$ cat src/rtl/spi_pkg.sv
// Shared types and constants for the SPI mode-0 slave deserializer.
package spi_pkg;

  typedef enum logic {
    IDLE  = 1'b0,
    SHIFT = 1'b1
  } state_t;

  localparam logic CPOL = 1'b0;
  localparam logic CPHA = 1'b0;

  // Bit counter must hold 0..DATA_W.
  function automatic int cnt_width(input int data_w);
    return $clog2(data_w + 1);
  endfunction

endpackage

$ cat src/rtl/spi_edge_det.sv
// One-bit history register with rise/fall decode against the live input.
module spi_edge_det #(
  parameter logic RST_VAL = 1'b0
) (
  input  logic clk,
  input  logic rstb,
  input  logic sig,
  output logic rise,
  output logic fall
);

  logic hist;

  always_ff @(posedge clk or negedge rstb) begin
    if (!rstb) hist <= RST_VAL;
    else       hist <= sig;
  end

  assign rise = sig & ~hist;
  assign fall = ~sig & hist;

endmodule

$ cat src/rtl/spi_sync_deserializer.sv
// SPI mode-0 slave datapath: RX deserializer plus optional MISO serializer.
// Define SPI_TX_EN to build the MISO path, TX holding register and underrun pulse.
module spi_sync_deserializer
  import spi_pkg::*;
#(
  parameter int DATA_W    = 16,
  parameter int MSB_FIRST = 1
) (
  input  logic              i_clk,
  input  logic              i_rstb,
  input  logic              i_csb_sync,
  input  logic              i_sclk_sync,
  input  logic              i_mosi_sync,
  output logic [DATA_W-1:0] o_rx_data,
  output logic              o_rx_valid,
  output logic              o_frame_start,
  output logic              o_frame_end,
  output logic              o_frame_abort,
  input  logic [DATA_W-1:0] i_tx_data,
  input  logic              i_tx_valid,
  output logic              o_tx_ready,
  output logic              o_miso,
  output logic              o_miso_oe,
  output logic              o_tx_underrun
);

  localparam int                CNT_W    = cnt_width(DATA_W);
  localparam logic [CNT_W-1:0]  LAST_BIT = CNT_W'(DATA_W - 1);

  logic sclk_rise, sclk_fall, csb_rise, csb_fall;

  spi_edge_det #(.RST_VAL(1'b0)) u_sclk_edge (
    .clk  (i_clk),
    .rstb (i_rstb),
    .sig  (i_sclk_sync),
    .rise (sclk_rise),
    .fall (sclk_fall)
  );

  spi_edge_det #(.RST_VAL(1'b1)) u_csb_edge (
    .clk  (i_clk),
    .rstb (i_rstb),
    .sig  (i_csb_sync),
    .rise (csb_rise),
    .fall (csb_fall)
  );

  state_t            state, state_nxt;
  logic              armed;
  logic [CNT_W-1:0]  bit_cnt;
  logic [DATA_W-1:0] rx_shift, rx_shift_nxt;
  logic              frame_go, frame_stop;
  logic              sample_edge, shift_edge, sample_ev, shift_ev, word_done;

  assign sample_edge = (CPOL == CPHA) ? sclk_rise : sclk_fall;
  assign shift_edge  = (CPOL == CPHA) ? sclk_fall : sclk_rise;

  always_comb begin
    state_nxt  = state;
    frame_go   = 1'b0;
    frame_stop = 1'b0;
    case (state)
      IDLE: begin
        if (csb_fall && armed) begin
          state_nxt = SHIFT;
          frame_go  = 1'b1;
        end
      end
      SHIFT: begin
        if (csb_rise) begin
          state_nxt  = IDLE;
          frame_stop = 1'b1;
        end
      end
      default: state_nxt = IDLE;
    endcase
  end

  // CSB rise outranks any SCLK edge seen in the same cycle.
  assign sample_ev = (state == SHIFT) && !csb_rise && sample_edge;
  assign shift_ev  = (state == SHIFT) && !csb_rise && shift_edge;
  assign word_done = sample_ev && (bit_cnt == LAST_BIT);

  assign rx_shift_nxt = (MSB_FIRST != 0) ? {rx_shift[DATA_W-2:0], i_mosi_sync}
                                         : {i_mosi_sync, rx_shift[DATA_W-1:1]};

  always_ff @(posedge i_clk or negedge i_rstb) begin
    if (!i_rstb) begin
      state         <= IDLE;
      armed         <= 1'b0;
      bit_cnt       <= '0;
      rx_shift      <= '0;
      o_rx_data     <= '0;
      o_rx_valid    <= 1'b0;
      o_frame_start <= 1'b0;
      o_frame_end   <= 1'b0;
      o_frame_abort <= 1'b0;
    end else begin
      state         <= state_nxt;
      o_rx_valid    <= word_done;
      o_frame_start <= frame_go;
      o_frame_end   <= frame_stop && (bit_cnt == '0);
      o_frame_abort <= frame_stop && (bit_cnt != '0);
      // Only a high CSB arms the FSM, so a frame cut by reset is ignored to its end.
      if (i_csb_sync) armed <= 1'b1;
      if (frame_stop) begin
        rx_shift <= '0;
        bit_cnt  <= '0;
      end else if (sample_ev) begin
        rx_shift <= rx_shift_nxt;
        if (word_done) begin
          bit_cnt   <= '0;
          o_rx_data <= rx_shift_nxt;
        end else begin
          bit_cnt <= bit_cnt + CNT_W'(1);
        end
      end
    end
  end

`ifdef SPI_TX_EN

  logic [DATA_W-1:0] hold_data, tx_shift, tx_next;
  logic              hold_full, miso_q, underrun_q;
  logic              tx_load, tx_advance, capture;

  function automatic logic first_bit(input logic [DATA_W-1:0] w);
    return (MSB_FIRST != 0) ? w[DATA_W-1] : w[0];
  endfunction

  assign capture    = !hold_full && i_tx_valid;
  assign tx_load    = frame_go || (shift_ev && (bit_cnt == '0));
  assign tx_advance = shift_ev && (bit_cnt != '0);
  assign tx_next    = (MSB_FIRST != 0) ? (tx_shift << 1) : (tx_shift >> 1);

  always_ff @(posedge i_clk or negedge i_rstb) begin
    if (!i_rstb) begin
      hold_data  <= '0;
      hold_full  <= 1'b0;
      tx_shift   <= '0;
      miso_q     <= 1'b0;
      underrun_q <= 1'b0;
    end else begin
      underrun_q <= tx_load && !hold_full;
      if (frame_stop) begin
        tx_shift <= '0;
        miso_q   <= 1'b0;
      end else if (tx_load) begin
        tx_shift <= hold_full ? hold_data : '0;
        miso_q   <= hold_full ? first_bit(hold_data) : 1'b0;
      end else if (tx_advance) begin
        tx_shift <= tx_next;
        miso_q   <= first_bit(tx_next);
      end
      // A capture only happens while empty, so a coincident load has already underrun.
      if (capture) begin
        hold_data <= i_tx_data;
        hold_full <= 1'b1;
      end else if (tx_load) begin
        hold_full <= 1'b0;
      end
    end
  end

  assign o_tx_ready    = !hold_full;
  assign o_miso        = miso_q;
  assign o_miso_oe     = (state == SHIFT);
  assign o_tx_underrun = underrun_q;

`else

  logic unused_tx;
  assign unused_tx     = ^{i_tx_data, i_tx_valid, shift_ev};
  assign o_tx_ready    = 1'b0;
  assign o_miso        = 1'b0;
  assign o_miso_oe     = 1'b0;
  assign o_tx_underrun = 1'b0;

`endif

endmodule

$ cat config.mk
export PLATFORM = sky130hd
export DESIGN_NAME = spi_sync_deserializer
export DESIGN_NICKNAME = d
export VERILOG_FILES = /design/src/rtl/spi_pkg.sv /design/src/rtl/spi_edge_det.sv /design/src/rtl/spi_sync_deserializer.sv
export SDC_FILE = /design/constraint.sdc
export NUM_CORES = 1
export LEC_CHECK = 0
export ABC_AREA = 1
export CAP_MARGIN = 0
export CORE_MARGIN = 2
export CORE_UTILIZATION = 38
export DETAILED_ROUTE_END_ITERATION = 7
export PLACE_DENSITY = 0.68
export SLEW_MARGIN = 25
export SYNTH_ARGS = -nofsm -noshare
export SYNTH_HDL_FRONTEND = slang
export SYNTH_SLANG_ARGS = --single-unit
$ cat constraint.sdc
create_clock -name i_clk -period 1.7 [get_ports i_clk]
set_clock_uncertainty 0.2 [all_clocks]
set_input_delay 0.425 -clock i_clk [delete_from_list [all_inputs] [get_ports i_clk]]
set_output_delay 0.425 -clock i_clk [all_outputs]
set_load 0.03 [all_outputs]
==> metrics.md <==
| Metric | Value |
|---|---|
| Crit Path Class | flip-flop to primary output |
| Status | finished clean |
| Fmax | 597 MHz |
| Syn-to-layout area delta | 25.2% |
| TritonCTS Sinks | 44 |
| Slowest-stage cell, CP | dlygate4sd2_1 |
| Vias in the first global route | 1169 |
| Clk root buf | clkbuf_8 |
| Crit path buffers/inverters | 1 |
| Top cell type's share of synthesized area | 56.1% |
| P per Cell Area | 967 nW/um2 |
| CTS buffer count | 5 |
| Met3 Resource Use GR | 3.08% |
| CTS tree | built |
| Share of flip-flops with an asynchronous set or reset | 100% |
| Die area | 5630 um2 |
| HPWL after DPL | 2080 um |
| Worst EP required | 1.07 ns |
| CP Cell Sequence | dlygate4sd2_1 |
| Antenna violation net count after detailed routing | 0 |
| Total GRT Usage | 12.4% |
| Synthesized flop and latch total | 44 |
| First-pass GRT wire length | 5150 um |
| YS warnings | 0 |
| DRT Pass-1 Iters | 4 |
| Most numerous cell in the Yosys netlist | dfrtp_1 |
| CP arrival | 1.05 ns |
| Period utilization | 98.5% |
| Most used DFF post-synth | dfrtp_1 |
| Cell Count, Final, Fillers Out | 272 |
| Delay-heaviest family, CP | buffers and inverters |
| Post-Place Cells | 263 |
| Total Nets Final | 229 |
| Seq/Total Area, Yosys | 57.5% |
| Fin area | 2400 um2 |
| Port buffer count | 24 |
| Hold Violations, Final | 0 |
| Via count | 1234 |
| Post-layout util | 50.2% |
| Endpoints failing setup | 0 |
| Critical Path Max Stage Delay | 0.40 ns |
| Final hold slack | 0.273 ns |
| Crit end category | primary output |
| Post-Route WL | 3190 um |
| Pins over their slew limit | 0 |
| Antenna diodes | 0 |
| CTS Buffer Depth | 2 |
| Cell Area, Synth | 1920 um2 |
| Worst reg2reg setup slack | 0.14 ns |
| H-tree depth | 2 |
| Min Clock Period, post-route | 1.67 ns |
| Max-cap violations | 0 |
| Worst-Skew Late Latency | 0.29 ns |
| Commonest cells post-synth | dfrtp_1, inv_1, o21ai_2, nand2_2, nand2_1 |
| Chip height | 75.0 um |
| Largest net degree at the start of global routing | 25 |
| Chip width | 75.0 um |
| Layout cells sized above 1 | 42.0% |
| Dpl ws | -0.275 ns |
| Initial DRC count | 59 |
| EDFF count, synth | 0 |
| I/O pin cnt | 46 |
| Yosys top cell by area | dfrtp_1 |
| Busiest grt layer | met2 |
| Initial Util | 40.1% |
| P_leak | 1.16 nW |
| Cell variety after synth | 23 |
| Grt ovf | 0 |
| Initial antenna violation count | 0 |
| Post-CTS Setup Repair Bufs | 0 |
| Core Area | 4790 um2 |
| Setup ws final | 0.0256 ns |
| Clock-pin slew of the registers on the worst-case setup and hold paths | 0.08 ns |
| Residual DRC | 0 |
| Area contributors post-synth | dfrtp_1, o21ai_2, o22ai_2, nand2_2, inv_1 |
| Vias per cell | 4.54 |
| DP Area | 2260 um2 |
| Syn avg cell area | 11.6 um2 |
| GR met1 Demand/Resource | 15.1% |
| Type of the most critical hold path | flip-flop to flip-flop |
| Crit path max fanout | 2 |
| RSZ-0062 raised after global routing | false |
| Cells after Synth | 166 |
| Peak supply drop | 0.000457 V |
| GR Layer Usage met2 | 19.9% |
| Global placer's final weighted congestion | 0.826 |
| Row count | 25 |
| CP startpoint kind | flip-flop |
| WL/cell | 11.7 um |
routing by layer:
metal	part of all wire (%)	wire length, um
met1	46	1470
met2	48	1530
met3	3.7	118
met4	2.4	78
met5	0	0
final timing paths:
check	start	to	cells after the start
max	o_rx_data[0]	o_rx_data[0]	1
min	armed	armed	1
max reg2reg	bit_cnt[0]	o_rx_data[12]	7
min reg2reg	armed	armed	1
max in group asynchronous	i_rstb	u_csb_edge.hist	3
min in group asynchronous	i_rstb	rx_shift[13]	3
worst register-to-register path: stages (launching register included):
cell and delay, ns:
dfrtp_1 0.40, ha_1 0.20, nand4_1 0.18, inv_2 0.11, nand2_4 0.08, buf_4 0.18
nand2_2 0.06, o21ai_2 0.04
registers in the layout (all words and copies together), names as in the netlist:
signal	count
o_rx_data	16
rx_shift	15
bit_cnt	5
armed	1
o_frame_abort	1
o_frame_end	1
o_frame_start	1
o_rx_valid	1
state	1
u_csb_edge.hist	1
u_sclk_edge.hist	1
through the flow:
| stage | power, mW | setup TNS, ns |
|---|---|---|
| after floorplan | 1.33 | 0 |
| after global placement | 1.41 | -8.26 |
| after detailed placement | 1.42 | -8.46 |
| after CTS | 2.35 | 0 |
| after global routing | 2.42 | 0 |
| final | 2.32 | 0 |
power by group:
part	leakage, nW	total, mW	internal (mW)	switching, mW
Combinational	0.497	0.271	0.0966	0.174
Clock	0.0642	0.925	0.578	0.347
Sequential	0.596	1.13	1.09	0.0331
Total	1.16	2.32	1.77	0.554
final cells by class:
class	instances	area, um2
fill	447	2380
sequential	44	1100
multi-input combinational	88	656
timing repair buffer	38	327
inverter	28	105
tap	67	83.8
clock buffer	5	68.8
clock inverter	2	60.1
placed cells by master, fill, tap and decap left out, types with 5 or more instances in the layout:
master	count
dfrtp_1	43
o21ai_2	16
clkbuf_2	8
o22ai_1	5
dlygate4sd2_1	5
clkbuf_8	5
nand2_2	15
nor2_1	5
buf_4	12
inv_1	24
nand2_1	11
nand4_1	6
o22ai_2	10
timing repair:
action / in CTS / in global routing
pin swaps: 0 / 1
setup endpoints to repair: 17 / 30
endpoints found under the hold margin: 43 / 0
hold buffers: 1 / 0
gates cloned: 0 / 1
resized for setup: 22 / 19
cell families after synthesis:
| group | count (synthesis) | synth area share, % |
|---|---|---|
| and+or+nand+nor | 47 | 14.7 |
| DFF | 44 | 57.5 |
| buffers and inverters | 37 | 9.78 |
| AOI/OAI and AO/OA | 35 | 16.5 |
| adders and majority gates | 2 | 1.30 |
| other | 1 | 0.196 |
(Power assumes the default switching activity.)
